`src/rtl/lv_bist_ctrl.sv`:
```
// -----------------------------------------------------------------------------
// lv_bist_ctrl
//
// Sequencer for the LV logic BIST engine.
//
// A start request first waits a settle interval. The sequencer then enables the
// engine and waits for its done flag. It evaluates the three sub-results and
// re-runs the engine after a low-enable gap when any of them failed, up to
// MAX_RETRY extra runs. The final outcome is held as sticky pass/fail status
// together with an error code, for the register map.
//
// Optional build macro:
//   LV_BIST_AUTO_START_EN - a one-shot implicit start fires on the 2nd cycle
//                           after reset release. It re-arms only on reset.
//
// Ports:
//   i_clk, i_rst_n          clock, asynchronous active-low reset
//   i_bist_start            start request pulse (ignored while busy)
//   i_bist_abort            abort request pulse (only acts while busy)
//   o_bist_en               registered enable to the BIST engine
//   i_lv_bist_done          engine done level, valid while enable is high
//   i_owt_bist_rult         1 = OWT loopback pass
//   i_scan_reg_bist_rult    1 = scan-register error
//   i_hv_intb_bist_rult     1 = HV INTB check error
//   o_bist_busy             high in SETTLE/RUN/EVAL/GAP
//   o_bist_pass/o_bist_fail sticky final status, never both high
//   o_bist_err_code         [0] owt fail [1] scan err [2] intb err [3] timeout
//   o_bist_retry_cnt        retries consumed in the current/last sequence
//   o_bist_cmplt            one-cycle pulse on entry to PASS or FAIL
//   o_dbg_state             current FSM state, for observation only
//
// Request protocol: start and abort are single-cycle pulses. They are sampled
// on the rising clock edge and need no acknowledge. A request that does not
// apply in the current state is dropped. Abort has priority over start.
// -----------------------------------------------------------------------------
module lv_bist_ctrl #(
   parameter int SETTLE_CYC = 96,
   parameter int GAP_CYC    = 48,
   parameter int MAX_RETRY  = 2,
   parameter int DONE_TMO   = 131072
) (
   input  logic       i_clk,
   input  logic       i_rst_n,
   input  logic       i_bist_start,
   input  logic       i_bist_abort,
   output logic       o_bist_en,
   input  logic       i_lv_bist_done,
   input  logic       i_owt_bist_rult,
   input  logic       i_scan_reg_bist_rult,
   input  logic       i_hv_intb_bist_rult,
   output logic       o_bist_busy,
   output logic       o_bist_pass,
   output logic       o_bist_fail,
   output logic [3:0] o_bist_err_code,
   output logic [1:0] o_bist_retry_cnt,
   output logic       o_bist_cmplt,
   output logic [2:0] o_dbg_state
);

   localparam int CNT_MAX_A = (SETTLE_CYC > GAP_CYC) ? SETTLE_CYC : GAP_CYC;
   localparam int CNT_MAX   = (CNT_MAX_A > DONE_TMO) ? CNT_MAX_A : DONE_TMO;
   localparam int CW        = (CNT_MAX > 1) ? $clog2(CNT_MAX) : 1;
   localparam int RW        = (MAX_RETRY > 0) ? $clog2(MAX_RETRY + 1) : 1;

   // Terminal count of each timed state (the counter starts at 0 on entry).
   localparam logic [CW-1:0] SETTLE_LAST = CW'(SETTLE_CYC - 1);
   localparam logic [CW-1:0] GAP_LAST    = CW'(GAP_CYC - 1);
   localparam logic [CW-1:0] TMO_LAST    = CW'(DONE_TMO - 1);
   localparam logic [RW-1:0] RETRY_LIM   = RW'(MAX_RETRY);

   typedef enum logic [2:0] {
      S_IDLE   = 3'd0,
      S_SETTLE = 3'd1,
      S_RUN    = 3'd2,
      S_EVAL   = 3'd3,
      S_GAP    = 3'd4,
      S_PASS   = 3'd5,
      S_FAIL   = 3'd6
   } state_t;

   state_t          state_q, state_d;
   logic [CW-1:0]   cnt_q;
   logic [RW-1:0]   retry_q, retry_d;
   logic [3:0]      err_q, err_d;
   logic            pass_q, pass_d;
   logic            fail_q, fail_d;
   logic            en_q;
   logic            cmplt_q;
   logic            busy;
   logic            start_req;
   logic [3:0]      eval_err;

`ifdef LV_BIST_AUTO_START_EN
   // Counts the first cycles after reset release and then parks at 3. The
   // value 1 marks the 2nd cycle, so the implicit start fires exactly once.
   logic [1:0] auto_q;

   always_ff @(posedge i_clk or negedge i_rst_n) begin
      if (!i_rst_n) begin
         auto_q <= 2'd0;
      end else if (auto_q != 2'd3) begin
         auto_q <= auto_q + 2'd1;
      end
   end

   assign start_req = i_bist_start | (auto_q == 2'd1);
`else
   assign start_req = i_bist_start;
`endif

   assign busy = (state_q == S_SETTLE) || (state_q == S_RUN) ||
                 (state_q == S_EVAL)   || (state_q == S_GAP);

   // Bit 0 is inverted because the OWT result reports pass, not error.
   assign eval_err = {1'b0, i_hv_intb_bist_rult, i_scan_reg_bist_rult,
                      ~i_owt_bist_rult};

   always_comb begin
      state_d = state_q;
      retry_d = retry_q;
      err_d   = err_q;
      pass_d  = pass_q;
      fail_d  = fail_q;

      if (busy && i_bist_abort) begin
         state_d = S_IDLE;
         pass_d  = 1'b0;
         fail_d  = 1'b0;
         err_d   = 4'd0;
      end else begin
         case (state_q)
            S_IDLE, S_PASS, S_FAIL: begin
               if (start_req) begin
                  state_d = S_SETTLE;
                  pass_d  = 1'b0;
                  fail_d  = 1'b0;
                  err_d   = 4'd0;
                  retry_d = '0;
               end
            end
            S_SETTLE: begin
               if (cnt_q == SETTLE_LAST) begin
                  state_d = S_RUN;
               end
            end
            S_RUN: begin
               // Done is checked first so it wins over a simultaneous timeout.
               if (i_lv_bist_done) begin
                  state_d = S_EVAL;
               end else if (cnt_q == TMO_LAST) begin
                  state_d = S_FAIL;
                  fail_d  = 1'b1;
                  err_d   = 4'b1000;
               end
            end
            S_EVAL: begin
               if (eval_err == 4'd0) begin
                  state_d = S_PASS;
                  pass_d  = 1'b1;
                  err_d   = 4'd0;
               end else if (retry_q < RETRY_LIM) begin
                  state_d = S_GAP;
                  retry_d = retry_q + RW'(1);
               end else begin
                  state_d = S_FAIL;
                  fail_d  = 1'b1;
                  err_d   = eval_err;
               end
            end
            S_GAP: begin
               if (cnt_q == GAP_LAST) begin
                  state_d = S_RUN;
               end
            end
            default: begin
               state_d = S_IDLE;
            end
         endcase
      end
   end

   always_ff @(posedge i_clk or negedge i_rst_n) begin
      if (!i_rst_n) begin
         state_q <= S_IDLE;
         cnt_q   <= '0;
         retry_q <= '0;
         err_q   <= 4'd0;
         pass_q  <= 1'b0;
         fail_q  <= 1'b0;
         en_q    <= 1'b0;
         cmplt_q <= 1'b0;
      end else begin
         state_q <= state_d;
         retry_q <= retry_d;
         err_q   <= err_d;
         pass_q  <= pass_d;
         fail_q  <= fail_d;
         // The shared counter restarts on every state change and saturates.
         if (state_d != state_q) begin
            cnt_q <= '0;
         end else if (cnt_q != '1) begin
            cnt_q <= cnt_q + CW'(1);
         end
         // Enable is computed from the next state, so it rises on the first
         // RUN cycle and falls on the first cycle after RUN/EVAL.
         en_q    <= (state_d == S_RUN) || (state_d == S_EVAL);
         cmplt_q <= ((state_d == S_PASS) && (state_q != S_PASS)) ||
                    ((state_d == S_FAIL) && (state_q != S_FAIL));
      end
   end

   generate
      if (RW >= 2) begin : g_retry_trunc
         assign o_bist_retry_cnt = retry_q[1:0];
      end else begin : g_retry_ext
         assign o_bist_retry_cnt = {1'b0, retry_q};
      end
   endgenerate

   assign o_bist_en       = en_q;
   assign o_bist_busy     = busy;
   assign o_bist_pass     = pass_q;
   assign o_bist_fail     = fail_q;
   assign o_bist_err_code = err_q;
   assign o_bist_cmplt    = cmplt_q;
   assign o_dbg_state     = state_q;

endmodule
```
`config.mk`:
```
export PLATFORM = sky130hd
export DESIGN_NAME = lv_bist_ctrl
export DESIGN_NICKNAME = d
export VERILOG_FILES = /design/src/rtl/lv_bist_ctrl.sv
export SDC_FILE = /design/constraint.sdc
export NUM_CORES = 1
export LEC_CHECK = 0
export BUFFER_PORTS_ARGS = -buffer_cell sky130_fd_sc_hd__clkbuf_2
export CAP_MARGIN = 20
export CORE_MARGIN = 10
export CORE_UTILIZATION = 52
export DETAILED_ROUTE_END_ITERATION = 12
export PLACE_DENSITY = 0.74
export RECOVER_POWER = 50
export SETUP_SLACK_MARGIN = 0.02
export SYNTH_ARGS = -nofsm -noshare
export SYNTH_HDL_FRONTEND = slang
export SYNTH_SLANG_ARGS = --single-unit
```
`constraint.sdc`:
```
create_clock -name i_clk -period 2.69 [get_ports i_clk]
set_input_delay 0.538 -clock i_clk [delete_from_list [all_inputs] [get_ports i_clk]]
set_output_delay 0.538 -clock i_clk [all_outputs]
set_load 0.01 [all_outputs]
```
==> flow_summary_export.csv <==
group,metric,value,unit
logic_synthesis,async_flop_share,1.00,
die,dieHeight,79.9,um
power_and_ir_drop,powerDensity,645,nW/um2
grt,grt_pass1_wl,6.98,mm
clocking,clk_pin_slew,90,ps
cells_and_area,nets,242,
die,placementRows,21,
timing,slew_violations,31,
logic_synthesis,syn_area,1870,um2
critical_path,reg2reg_from,"cnt_q[6]",
clocking,clkSinkCount,30,
logic_synthesis,syn_nets,218,
die,io-pin-count,22,
cells_and_area,syn_to_final_growth,12.7,%
detailed_routing,drt-initial-drc-count,126,
grt,grt_pass1_vias,1529,
critical_path,critical-path-slowest-cell,"dfrtp_1",
timing,final_hold_viol_count,0,
cells_and_area,antennaDiodeCount,0,
critical_path,cp_top_family,"simple AND/OR/NAND/NOR gates",
cells_and_area,drive_gt1_frac,0.185,
critical_path,crit_buf_inv,1,
detailed_routing,wl_per_cell,14.1,um
logic_synthesis,synthCells,208,
power_and_ir_drop,p_leak,0.940,nW
timing,setup_viol,0,
clocking,htreeDepth,2,
clocking,ctsHoldBuffers,0,
clocking,cts_max_path_buffers,2,
detailed_routing,vias,1534,
timing,finalSetupTns,0,ps
critical_path,crit_top_cell,"o21ai_1",
timing,worst_slack,238,ps
critical_path,worstSetupEndpointType,"flop",
timing,rsz0062_at_grt,"false",
critical_path,worstPathRequired,2900,ps
placement,place_ws,180,ps
critical_path,startpoint_type,"flop",
critical_path,critPathMaxStageDelay,420,ps
placement,port_buffers,21,
timing,skew,3.27,ps
detailed_routing,antenna_left,0,
worst_hold_path,hold_end,"o_bist_err_code[2]",
logic_synthesis,avgSynthCellArea,8.98,um2
critical_path,rr_endpoint,"cnt_q[10]",
placement,gp_congestion,0.882,
placement,hpwlAfterDp,2.91,mm
clocking,cts_root_buffer,"clkbuf_4",
grt,grt-ovfl-total,0,
worst_hold_path,holdPathStages,1,
grt,grt_start_max_net_pins,31,
detailed_routing,wirelength,3.92,mm
logic_synthesis,synth-main-ff-cell,"dfrtp_1",
die,initial_utilization,0.547,
timing,max_freq,408,MHz
timing,period_share,0.912,
logic_synthesis,yosysSeqAreaShare,0.402,
critical_path,r2r_cells,11,
timing,period_needed,2450,ps
timing,worstMarginPinSlew,1540,ps
logic_synthesis,synth_edf_count,0,
cells_and_area,final_cell_mix,"30 x nor2_1, 30 x dfrtp_1, 21 x nand2_1",
clocking,clk_latency,320,ps
worst_hold_path,min_path_type,"reg -> reg",
critical_path,worstPathMaxFanout,17,
detailed_routing,dr.pass1.iters,4,
power_and_ir_drop,irDropWorstVdd,0.504,mV
die,die_x,79.9,um
detailed_routing,vias_per_cell,5.52,
outcome,violations,"capacitance limit, slew limit",
detailed_routing,drc,0,
timing,max-slew-margin-rel,-0.0272,
critical_path,path_cells,"and3_1, nand3_1, nor4_2, ha_2, nor3b_1, o21ai_1, o21ai_1, a211oi_2, o21ai_4, buf_6, nor2_1",
critical_path,path_class,"reg -> reg",
critical_path,r2r_slack,240,ps
grt,grt_antenna_before_repair,0,
worst_hold_path,hp-start,"o_bist_err_code[2]",
clocking,cts_tree,"yes",
clocking,numCtsBuffers,5,
outcome,status,"complete, but fails checks",
critical_path,arrival,2660,ps
logic_synthesis,yosys.cell_types.count,53,
flow_run,cap_violations,1,
logic_synthesis,yosys_warnings,0,
grt,track_usage,0.133,
die,dieArea,6390,um2
logic_synthesis,synth_seq_cells,30,
die,core_area,3420,um2
-- flip-flops by register name, summed over array words and instances, names as in the netlist --
signal / cells
cnt_q: 17
o_bist_cmplt: 1
o_bist_en: 1
o_bist_err_code: 4
o_bist_fail: 1
o_bist_pass: 1
o_bist_retry_cnt: 2
o_dbg_state: 3
-- cell usage after synthesis, types with 2 or more instances --
library cell   n  area share
a211oi_1       2      0.0080
a21o_1         3       0.012
a21oi_1        5       0.013
a31oi_1        2      0.0067
and3_1         4       0.013
buf_2          5       0.013
buf_6          2       0.012
clkbuf_1       3      0.0060
dfrtp_1       30        0.40
ha_1           2       0.013
inv_1          7       0.014
mux2_2         2       0.012
mux2i_1        3       0.016
nand2_1       21       0.042
nand2b_1       4       0.013
nand3_1        8       0.021
nand4_1        6       0.020
nor2_1        30       0.060
nor2b_1        5       0.017
nor3_1         2      0.0054
nor3b_1        3       0.012
nor4_1         3       0.010
nor4bb_1       2       0.011
o2111ai_1      2      0.0094
o21ai_0        9       0.024
or2_2          2      0.0067
xnor2_1        7       0.033
xor2_1         9       0.042
-- worst reg2reg max path, cell delays in order, from the launching register on --
cell and delay [ps]:
dfrtp_1 420, and3_1 230, nand3_1 150, nor4_2 310, ha_2 250, nor3b_1 200, o21ai_1 130, o21ai_1 130
a211oi_2 110, o21ai_4 170, buf_6 180, nor2_1 70
-- report_power, final --
| group | switching (mW) | total, mW | internal, mW |
|---|---|---|---|
| combinational | 0.283 | 0.479 | 0.197 |
| sequential | 0.0378 | 0.519 | 0.481 |
| clock | 0.143 | 0.360 | 0.216 |
-- per-layer routing --
metal / vias up / routed length [um] / track usage
met3: 5 / 179 / 0.0394
li1: 781 / - / -
met5: - / 0 / 0
met1: 726 / 1830 / 0.162
met2: 22 / 1860 / 0.215
met4: 0 / 51 / 0.0528
-- cell families after synthesis --
group | share of synthesized area
DFF | 0.402
adders and majority gates | 0.0134
xor gates and xnor gates | 0.0750
muxes | 0.0362
buffers and inverters | 0.0476
AOI/OAI and AO/OA | 0.171
and+or+nand+nor | 0.255
-- timing repair --
| item | in CTS | in global routing |
|---|---|---|
| resized for setup | 0 | 4 |
| setup endpoints to repair | 0 | 17 |
| setup buffers | 0 | 1 |
-- through the flow --
stage	std cells	util	cell area (um2)	hold slack [ps]	total power, mW
after floorplan	208	-	1870	242	0.890
after detailed placement	270	0.589	2010	469	0.998
after global routing	278	0.616	2100	507	1.46
final	278	0.616	2100	483	1.36
after CTS	277	0.613	2090	281	1.36
after global placement	270	0.589	2010	460	0.996
-- how the worst max path moves through the flow --
stage | startpoint | end | depth (start not counted)
after CTS | cnt_q[5] | cnt_q[10] | 11
after global placement | cnt_q[7] | cnt_q[9] | 11
after floorplan | cnt_q[5] | cnt_q[12] | 12
after global routing | cnt_q[6] | cnt_q[13] | 11
final | cnt_q[6] | cnt_q[10] | 11
after detailed placement | cnt_q[5] | cnt_q[14] | 11
-- cell type report --
class	instances	area, um2
clock buffers	6	51.3
flip-flops and latches	30	751
inverters	7	26.3
fillers	309	1310
well taps	46	57.6
multi-input cells	160	1040
clock inverters	1	30.0
repair buffers	28	151
(Power assumes the default switching activity.)
